[src/rtl/uart_pkg.sv]
// Shared receiver state encoding, parity-mode encodings and the parity check helper.
package uart_pkg;

  typedef enum logic [2:0] {
    IDLE,
    START,
    DATA,
    PARITY,
    STOP,
    BREAK
  } rxState_e;

  localparam int PAR_NONE = 0;
  localparam int PAR_EVEN = 1;
  localparam int PAR_ODD  = 2;

  // onesOdd is the XOR over data bits and the received parity bit.
  function automatic logic parityError(input logic onesOdd, input int mode);
    if (mode == PAR_EVEN) return onesOdd;
    if (mode == PAR_ODD)  return ~onesOdd;
    return 1'b0;
  endfunction

endpackage

[src/rtl/uart_sync_fifo.sv]
// Show-ahead synchronous FIFO; write lands one cycle after wrVld&wrRdy, head visible combinationally.
// Full FIFO deasserts wrRdy unless a pop happens in the same cycle; head reads as zero when empty.
module uart_sync_fifo #(
  parameter int WIDTH = 10,
  parameter int DEPTH = 4
) (
  input  logic                     clk,
  input  logic                     rstN,
  input  logic                     wrVld,
  output logic                     wrRdy,
  input  logic [WIDTH-1:0]         wrDat,
  output logic                     rdVld,
  input  logic                     rdRdy,
  output logic [WIDTH-1:0]         rdDat,
  output logic [$clog2(DEPTH):0]   count
);

  localparam int AW = $clog2(DEPTH);
  localparam logic [AW:0] FULL_CNT = (AW + 1)'(DEPTH);

  logic [WIDTH-1:0] mem [DEPTH];
  logic [AW-1:0]    wrPtr;
  logic [AW-1:0]    rdPtr;
  logic             full;
  logic             wrFire;
  logic             rdFire;

  assign full   = (count == FULL_CNT);
  assign rdVld  = (count != '0);
  assign wrRdy  = ~full | rdRdy;
  assign wrFire = wrVld & wrRdy;
  assign rdFire = rdVld & rdRdy;
  assign rdDat  = rdVld ? mem[rdPtr] : '0;

  // Power-of-two depth lets the pointers wrap by natural overflow.
  always_ff @(posedge clk or negedge rstN) begin
    if (!rstN) begin
      wrPtr <= '0;
      rdPtr <= '0;
      count <= '0;
    end else begin
      if (wrFire) wrPtr <= wrPtr + AW'(1);
      if (rdFire) rdPtr <= rdPtr + AW'(1);
      case ({wrFire, rdFire})
        2'b10:   count <= count + (AW + 1)'(1);
        2'b01:   count <= count - (AW + 1)'(1);
        default: count <= count;
      endcase
    end
  end

  always_ff @(posedge clk) begin
    if (wrFire) mem[wrPtr] <= wrDat;
  end

endmodule

[src/rtl/uart_rx_buffered.sv]
// Oversampled UART receiver feeding a show-ahead frame FIFO; first frame visible 155 cycles after the start edge.
// The serial line cannot be stalled: a frame completing into a full FIFO is dropped and overrunH latches.
module uart_rx_buffered
  import uart_pkg::*;
#(
  parameter int DATA_BITS   = 8,
  parameter int OVERSAMPLE  = 16,
  parameter int PARITY_MODE = 0,
  parameter int STOP_BITS   = 1,
  parameter int FIFO_DEPTH  = 4
) (
  input  logic                          sys_clk,
  input  logic                          sys_rst_l,
  input  logic                          uart_REC_dataH,
  input  logic                          rd_enH,
  input  logic                          clr_errH,
  output logic [DATA_BITS-1:0]          rec_dataH,
  output logic                          rec_perrH,
  output logic                          rec_ferrH,
  output logic                          rec_readyH,
  output logic                          overrunH,
  output logic [$clog2(FIFO_DEPTH):0]   fifo_countH
);

  localparam int CNT_W = (OVERSAMPLE > 2) ? $clog2(OVERSAMPLE) : 1;
  localparam int BIT_W = 4;
  localparam logic [CNT_W-1:0] HALF_LAST = CNT_W'(OVERSAMPLE / 2 - 1);
  localparam logic [CNT_W-1:0] FULL_LAST = CNT_W'(OVERSAMPLE - 1);
  localparam logic [BIT_W-1:0] DATA_LAST = BIT_W'(DATA_BITS - 1);
  localparam logic [BIT_W-1:0] STOP_LAST = BIT_W'(STOP_BITS - 1);

  typedef struct packed {
    logic [DATA_BITS-1:0] data;
    logic                 perr;
    logic                 ferr;
  } rxFrame_t;

  logic [1:0]           syncQ;
  logic                 rxLine;
  rxState_e             state;
  rxState_e             stateNext;
  logic [CNT_W-1:0]     sampleCnt;
  logic [CNT_W-1:0]     cntNext;
  logic [BIT_W-1:0]     bitCnt;
  logic [BIT_W-1:0]     bitNext;
  logic [DATA_BITS-1:0] shiftReg;
  logic [DATA_BITS-1:0] shiftNext;
  logic                 perrQ;
  logic                 perrNext;
  logic                 ferrQ;
  logic                 ferrNext;
  logic                 ferrNow;
  logic                 pushVld;
  logic                 pushRdy;
  rxFrame_t             pushFrame;
  rxFrame_t             headFrame;
  logic                 headVld;

  // Two-flop synchroniser; resets to the idle-high line level.
  always_ff @(posedge sys_clk or negedge sys_rst_l) begin
    if (!sys_rst_l) syncQ <= 2'b11;
    else            syncQ <= {syncQ[0], uart_REC_dataH};
  end

  assign rxLine = syncQ[1];

  always_ff @(posedge sys_clk or negedge sys_rst_l) begin
    if (!sys_rst_l) begin
      state     <= IDLE;
      sampleCnt <= '0;
      bitCnt    <= '0;
      shiftReg  <= '0;
      perrQ     <= 1'b0;
      ferrQ     <= 1'b0;
    end else begin
      state     <= stateNext;
      sampleCnt <= cntNext;
      bitCnt    <= bitNext;
      shiftReg  <= shiftNext;
      perrQ     <= perrNext;
      ferrQ     <= ferrNext;
    end
  end

  always_comb begin
    stateNext      = state;
    cntNext        = sampleCnt + CNT_W'(1);
    bitNext        = bitCnt;
    shiftNext      = shiftReg;
    perrNext       = perrQ;
    ferrNext       = ferrQ;
    ferrNow        = ferrQ | ~rxLine;
    pushVld        = 1'b0;
    pushFrame.data = shiftReg;
    pushFrame.perr = perrQ;
    pushFrame.ferr = ferrNow;
    case (state)
      IDLE: begin
        cntNext = '0;
        if (!rxLine) begin
          stateNext = START;
          bitNext   = '0;
          perrNext  = 1'b0;
          ferrNext  = 1'b0;
        end
      end
      // Mid-bit recheck of the start bit rejects short glitches.
      START: begin
        if (sampleCnt == HALF_LAST) begin
          cntNext   = '0;
          stateNext = rxLine ? IDLE : DATA;
        end
      end
      DATA: begin
        if (sampleCnt == FULL_LAST) begin
          cntNext   = '0;
          shiftNext = {rxLine, shiftReg[DATA_BITS-1:1]};
          if (bitCnt == DATA_LAST) begin
            bitNext   = '0;
            stateNext = (PARITY_MODE != PAR_NONE) ? PARITY : STOP;
          end else begin
            bitNext = bitCnt + BIT_W'(1);
          end
        end
      end
      PARITY: begin
        if (sampleCnt == FULL_LAST) begin
          cntNext   = '0;
          perrNext  = parityError(^{shiftReg, rxLine}, PARITY_MODE);
          stateNext = STOP;
        end
      end
      STOP: begin
        if (sampleCnt == FULL_LAST) begin
          cntNext  = '0;
          ferrNext = ferrNow;
          if (bitCnt == STOP_LAST) begin
            pushVld   = 1'b1;
            bitNext   = '0;
            stateNext = rxLine ? IDLE : BREAK;
          end else begin
            bitNext = bitCnt + BIT_W'(1);
          end
        end
      end
      // Line held low past the frame: wait for it to return high before hunting again.
      BREAK: begin
        cntNext = '0;
        if (rxLine) stateNext = IDLE;
      end
      default: begin
        stateNext = IDLE;
        cntNext   = '0;
      end
    endcase
  end

  uart_sync_fifo #(
    .WIDTH (DATA_BITS + 2),
    .DEPTH (FIFO_DEPTH)
  ) uFifo (
    .clk   (sys_clk),
    .rstN  (sys_rst_l),
    .wrVld (pushVld),
    .wrRdy (pushRdy),
    .wrDat (pushFrame),
    .rdVld (headVld),
    .rdRdy (rd_enH),
    .rdDat (headFrame),
    .count (fifo_countH)
  );

  // A dropped frame beats a same-cycle clear so no overrun is ever lost.
  always_ff @(posedge sys_clk or negedge sys_rst_l) begin
    if (!sys_rst_l)              overrunH <= 1'b0;
    else if (pushVld && !pushRdy) overrunH <= 1'b1;
    else if (clr_errH)           overrunH <= 1'b0;
  end

  assign rec_dataH  = headFrame.data;
  assign rec_perrH  = headFrame.perr;
  assign rec_ferrH  = headFrame.ferr;
  assign rec_readyH = headVld;

endmodule
[config.mk]
export PLATFORM = sky130hd
export DESIGN_NAME = uart_rx_buffered
export DESIGN_NICKNAME = d
export VERILOG_FILES = /design/src/rtl/uart_pkg.sv /design/src/rtl/uart_sync_fifo.sv /design/src/rtl/uart_rx_buffered.sv
export SDC_FILE = /design/constraint.sdc
export NUM_CORES = 1
export LEC_CHECK = 0
export ABC_CLOCK_PERIOD_IN_PS = 2700
export CORE_ASPECT_RATIO = 1.2
export CORE_MARGIN = 5
export CORE_UTILIZATION = 50
export CTS_BUF_LIST = sky130_fd_sc_hd__clkbuf_2
export CTS_CLUSTER_DIAMETER = 200
export DETAILED_ROUTE_END_ITERATION = 10
export HOLD_SLACK_MARGIN = 0.15
export MAX_ROUTING_LAYER = met4
export PLACE_DENSITY = 0.8
export RECOVER_POWER = 100
export SETUP_SLACK_MARGIN = 0.5
export SLEW_MARGIN = 30
export SYNTH_ARGS = -nofsm -noshare
export SYNTH_HDL_FRONTEND = slang
export SYNTH_SLANG_ARGS = --single-unit
[constraint.sdc]
create_clock -name sys_clk -period 2.7 [get_ports sys_clk]
set_input_delay 0.405 -clock sys_clk [delete_from_list [all_inputs] [get_ports sys_clk]]
set_output_delay 0.405 -clock sys_clk [all_outputs]
set_load 0.03 [all_outputs]
Word-level counts from Yosys, hierarchy flattened
Memories as Yosys holds them, arrays and structs flattened. Cells that the tools add are included. W data, S select, Z words.

Bits of input ports: 5. Output and inout port bits: 15. Memories: 1. Word-level logic and storage cells: 93. Flip-flop bits (word level): 31. Bits in writable memories: 40.

Add/subtract/negate cells: 6. Equality and inequality tests: 19. Mux-type cells: 34. Bitwise operators: 6. Reductions and logical operators: 16.

Memories: uFifo.mem (words 4, width 10, read ports 1, clocked after Yosys merged registers in 0, wr ports 1, line uart_sync_fifo.sv:21) `logic [WIDTH-1:0] mem [DEPTH];`.

Operators by type and width (number): $mux W4 (7); $mux W3 (9); $pmux W3 S6 (1); $ne A2 B2 Y1 const B (8); $pmux W4 S3 (1); $mux W1 (10); $mux W10 (1); $eq A3 B3 Y1 const B (3); $add A4 B1 Y4 const B (2); $eq A4 B3 Y1 const B (2); $pmux W4 S2 (1); $reduce_and A8 Y1 (1); $reduce_bool A2 Y1 (4); $eq A3 B2 Y1 const B (2); $pmux W3 S2 (1); $reduce_and A3 Y1 (2); $reduce_bool A3 Y1 (2); $add A2 B1 Y2 const B (2); $eq A4 B4 Y1 const B (1); $logic_not A4 Y1 (1); $pmux W1 S2 (2); $reduce_and A4 Y1 (1); $add A3 B1 Y3 const B (1); $eq A3 B1 Y1 const B (1); other kinds (12) (15).

Depth between registers and ports, before layout
Depth after elaboration: 7. Gate-level depth with buffers: 12. Mapped depth without buffers: 12.

By module
From an unflattened synthesis, not the netlist that was laid out.

Cell total of the unflattened synthesis: 206. Area total of the unflattened synthesis: 3139.3 um^2.

By module, submodules not included: uart_sync_fifo (instances 1, cells an instance 102, area each 1939.4 um^2, sequential area each 1376.3 um^2); uart_rx_buffered (instances 1, cells an instance 104, area each 1199.9 um^2, sequential area each 578.1 um^2).

Least setup slack after synthesis
No wires, ideal clock.

Kind: register to register. From: reg uFifo.count[0]. To: reg uFifo.count[2]. Library setup time: 0.080 ns. Path slack: 0.373 ns. Stages on the path, launching flop included: 10. Period minus slack after synthesis: 2.327 ns. Buffers on the path: 0. Data arrival time: 2.247 ns. Cell sequence: dfrtp_1 > or4b_1 > nor2b_2 > inv_2 > ha_1 > inv_1 > fa_1 > xor2_1 > nor2_1 > xor2_1.

Word-level cells in the longest chain between the ends: 6. Elaborated cells between the ends (all ways): 12.

Ends and longest elaborated chain: start: declaration (line uart_sync_fifo.sv:15) `output logic [$clog2(DEPTH):0] count`; start signal: assignment (line uart_sync_fifo.sv:45) `2'b10: count <= count + (AW + 1)'(1);`; start signal: assignment (line uart_sync_fifo.sv:46) `2'b01: count <= count - (AW + 1)'(1);`; start signal: assignment (line uart_sync_fifo.sv:47) `default: count <= count;`; $eq A3 B3 Y1 (line uart_sync_fifo.sv:28) `assign full = (count == FULL_CNT);`; $not A1 Y1 (line uart_sync_fifo.sv:30) `assign wrRdy = ~full | rdRdy;`; $or A1 B1 Y1 (line uart_sync_fifo.sv:30); $and A1 B1 Y1 (line uart_sync_fifo.sv:31) `assign wrFire = wrVld & wrRdy;`; $eq A2 B1 Y1 or $eq A2 B2 Y1 (tied branches) (line uart_sync_fifo.sv:44) `case ({wrFire, rdFire})`; $pmux W3 S2 or $reduce_bool A2 Y1 (tied branches).

Several ways; a longest one is shown, not always the timed one. A chain may end at the register's enable or synchronous reset.

Worst setup path in the final report
From: reg uFifo.rdPtr[0]. To: out rec_dataH[3].

Word-level cells in the longest chain between the ends: 2.

Ends and longest elaborated chain: start: declaration (line uart_sync_fifo.sv:23) `logic [AW-1:0] rdPtr;`; start signal: assignment (line uart_sync_fifo.sv:43) `if (rdFire) rdPtr <= rdPtr + AW'(1);`; $mem_v2 Z4 W10; $mux W10 (line uart_sync_fifo.sv:33) `assign rdDat = rdVld ? mem[rdPtr] : '0;`; end: declaration (line uart_rx_buffered.sv:17) `output logic [DATA_BITS-1:0] rec_dataH,`.

Every way passes these cells.

==> load_flow_metrics.sql <==
INSERT INTO impl_metrics (metric_group, metric, value, unit) VALUES
('timing', 'finalClockSkew', '0.0211', 'ns'),
('placed_design', 'buffer_ports.inserted', '18', ''),
('synthesis', 'synth.cell_area', '0.00295', 'mm²'),
('worst_setup_path', 'crit_path_end_kind', 'output pin', ''),
('clock_tree', 'max-clock-path-buffers', '2', ''),
('final_layout', 'area_growth_syn_to_layout', '14.9', '%'),
('global_routing', 'grt-busiest-layer', 'met2', ''),
('min_path', 'hold_class', 'flop to flop', ''),
('final_layout', 'post_layout_cell_count', '317', ''),
('route', 'route.detailed.drc', '0', ''),
('timing', 'post-route-min-period', '2.32', 'ns'),
('clock_tree', 'post_cts_clock_slew_at_the_launch_and_capture_registers_of_the_worst_setup_and_hold_paths', '0.16', 'ns'),
('power', 'vdd_drop_max', '0.523', 'mV'),
('final_layout', 'antenna_cells', '0', ''),
('clock_tree', 'tritoncts.num_buffers', '9', ''),
('synthesis', 'ys_seq_area_share', '62.2', '%'),
('clock_tree', 'tritoncts', 'done', ''),
('global_routing', 'grt.overflow.total', '0', ''),
('worst_setup_path', 'critical_path_class', 'flop to output pin', ''),
('placed_design', 'gp_congestion', '0.728', ''),
('global_routing', 'grt_use_met3', '4.61', '%'),
('timing', 'rsz0062_at_grt', 'true', ''),
('route', 'avgRoutedWirePerCell', '15.4', 'µm'),
('global_routing', 'grt_first_pass_wirelength', '8050', 'µm'),
('timing', 'post_route_fraction_of_the_period_consumed_by_the_critical_path', '86.1', '%'),
('global_routing', 'grt_pass1_vias', '1634', ''),
('route', 'via_count', '1648', ''),
('die', 'floorplan.initialDensity', '51.7', '%'),
('worst_setup_path', 'ff2ff_setup_slack', '0.38', 'ns'),
('worst_setup_path', 'critPathArrivalTime', '1.92', 'ns'),
('power', 'cellPowerDensity', '949', 'mW/mm²'),
('worst_setup_path', 'worstPathRequired', '2.30', 'ns'),
('clock_tree', 'holdBufCountCts', '0', ''),
('synthesis', 'yosysWarnings', '0', ''),
('placed_design', 'placed_cells', '291', ''),
('run_status', 'failed_checks', 'max-capacitance violations, max-slew violations', ''),
('clock_tree', 'cts_root_buffer', 'sky130_fd_sc_hd__clkbuf_2', ''),
('worst_setup_path', 'crit_slowest_cell', 'sky130_fd_sc_hd__mux4_2', ''),
('run_status', 'outcome', 'finished with violations', ''),
('placed_design', 'hpwl', '3190', 'µm'),
('global_routing', 'grtUsageMet2', '23.6', '%'),
('worst_setup_path', 'setup.worst_path.start_class', 'flop', ''),
('clock_tree', 'cts_htree_levels', '3', ''),
('synthesis', 'synth-async-reset-ratio', '45.5', '%'),
('route', 'dr.first_iter.drc_count', '52', ''),
('global_routing', 'grt_util_all_layers', '14.9', '%'),
('power', 'power.leakage', '0.00139', 'µW'),
('worst_setup_path', 'worstPathCellList', 'buf_12 -> mux4_2 -> and2_0 -> buf_6', ''),
('timing', 'setup_tns', '0', 'ns'),
('route', 'totalWireLength', '4900', 'µm'),
('worst_setup_path', 'critPathBufInv', '2', ''),
('synthesis', 'number_of_enable_type_register_cells_in_the_synthesized_netlist', '36', ''),
('synthesis', 'postSynthRegisterBits', '66', ''),
('final_layout', 'post-route-util', '59.4', '%'),
('worst_setup_path', 'worstPathMaxFanout', '5', ''),
('die', 'io_pins', '20', ''),
('final_layout', 'drive_above_1_share', '22.4', '%'),
('synthesis', 'synth.lib_cells_used.distinct', '49', ''),
('global_routing', 'grt_util_met1', '17.8', '%'),
('global_routing', 'grt_start_max_net_pins', '31', ''),
('run', 'drv_cap', '1', ''),
('timing', 'timing.final.max_slew_violations', '31', ''),
('die', 'floorplan_die_height', '94.1', 'µm'),
('timing', 'hold_ws', '0.374', 'ns'),
('timing', 'worst-slew-pin-transition', '1.61', 'ns'),
('timing', 'fmaxAchievable', '430', 'MHz'),
('die', 'design.die.area', '0.00754', 'mm²'),
('synthesis', 'synth.net_count', '211', ''),
('timing', 'max-slew-margin-rel', '-7.21', '%'),
('synthesis', 'synth_flop_cell', 'sky130_fd_sc_hd__edfxtp_1', ''),
('timing', 'timing_hold_violations_final', '0', '');
[sequential cells by signal, indices dropped and copies added (netlist names), 2 cells and up]
name,count
sampleCnt,4
syncQ,2
uFifo.wrPtr,2
uFifo.rdPtr,2
shiftReg,8
uFifo.mem,36
uFifo.count,3
state,3
bitCnt,4
[cells by family after synthesis]
kind of cell | after synthesis | share of synthesized area [%]
buffers and inverters | 18 | 2.76
other | 1 | 0.127
adder cells (fa/ha/maj) | 9 | 4.07
AND/OR/NAND/NOR | 56 | 11.4
XOR/XNOR | 9 | 2.67
AO/OA/AOI/OAI | 19 | 5.13
multiplexers | 19 | 11.7
flip-flops | 66 | 62.2
[report_power, final]
| part | internal (µW) | leakage, µW | total [µW] | switching [µW] |
|---|---|---|---|---|
| Combinational | 682 | 0.000578 | 1380 | 699 |
| Sequential | 1160 | 0.000746 | 1310 | 151 |
| Clock | 212 | 0.0000684 | 526 | 314 |
| Total | 2050 | 0.00139 | 3220 | 1160 |
[metal layers]
layer	part of all wire (%)	wire, µm	up-vias
met2	53	2580	34
met5	0	0	-
met1	42	2060	817
met3	3.8	185	7
met4	1.5	72	0
li1	-	-	790
[placed cells by master (no fill, tap or decap), types with 3 or more instances in the layout]
cell type                        n
sky130_fd_sc_hd__dfrtp_2         3
sky130_fd_sc_hd__o21ai_1         3
sky130_fd_sc_hd__nor2b_1         4
sky130_fd_sc_hd__buf_6           9
sky130_fd_sc_hd__clkbuf_1        3
sky130_fd_sc_hd__and2_0         11
sky130_fd_sc_hd__inv_1          10
sky130_fd_sc_hd__buf_4           6
sky130_fd_sc_hd__ha_1            8
sky130_fd_sc_hd__mux4_2          9
sky130_fd_sc_hd__edfxtp_1       36
sky130_fd_sc_hd__mux2_1          9
sky130_fd_sc_hd__or3_1           4
sky130_fd_sc_hd__clkbuf_2       11
sky130_fd_sc_hd__dfrtp_1        25
sky130_fd_sc_hd__xnor2_1         5
sky130_fd_sc_hd__dlygate4sd3_1   6
sky130_fd_sc_hd__nand2b_1        3
sky130_fd_sc_hd__nand3_1         5
sky130_fd_sc_hd__nand2_1         5
sky130_fd_sc_hd__nor2_1          9
sky130_fd_sc_hd__xor2_1          4
sky130_fd_sc_hd__clkinv_1        4
[timing repair]
action,in CTS,in global routing
resized for setup,77,15
buffers inserted,5,4
pin swaps,1,12
gates cloned,1,0
endpoints found under the setup margin,44,43
[path summary, 6_finish.rpt]
check / start / endpoint / depth (start not counted)
max: uFifo.rdPtr[0]$_DFFE_PN0P_ / rec_dataH[3] / 4
max in group asynchronous: sys_rst_l / uFifo.count[1]$_DFFE_PN0P_ / 2
min in group asynchronous: sys_rst_l / state[0]$_DFFE_PN0P_ / 2
max reg2reg: state[0]$_DFFE_PN0P_ / uFifo.mem[1][4]$_DFFE_PP_ / 4
min: syncQ[0]$_DFF_PN1_ / syncQ[1]$_DFF_PN1_ / 0
min reg2reg: syncQ[0]$_DFF_PN1_ / syncQ[1]$_DFF_PN1_ / 0
[through the flow]
stage	worst slack (ns)	power, µW	instance area, µm²
detailed placement	0.0688	2600	3230
global route	0.182	3430	3390
CTS	0.357	3310	3440
finish	0.375	3220	3390
global placement	0.143	2560	3230
floorplan	0.517	2210	2970
[cell usage after synthesis (5+ instances only)]
cell                       number  area, µm²
sky130_fd_sc_hd__ha_1           8        100
sky130_fd_sc_hd__nand2_1        5       18.8
sky130_fd_sc_hd__nor2_1         8       30.0
sky130_fd_sc_hd__dfrtp_1       28        701
sky130_fd_sc_hd__inv_1         11       41.3
sky130_fd_sc_hd__mux2_4         8        120
sky130_fd_sc_hd__and2_1        15       93.8
sky130_fd_sc_hd__edfxtp_1      36       1080
sky130_fd_sc_hd__xnor2_1        5       43.8
sky130_fd_sc_hd__nand3_1        5       25.0
sky130_fd_sc_hd__mux4_2         9        203
[cell type report]
type	count	area (µm²)	area share, %
Clock buffer	11	55.1	1.62
Sequential cell	66	1840	54.2
Inverter	12	45.0	1.33
Clock inverter	5	46.3	1.37
Tap cell	80	100	2.95
Timing Repair Buffer	30	298	8.79
Multi-Input combinational cell	113	1010	29.7
Note: power is estimated with default switching activity, not from simulation.
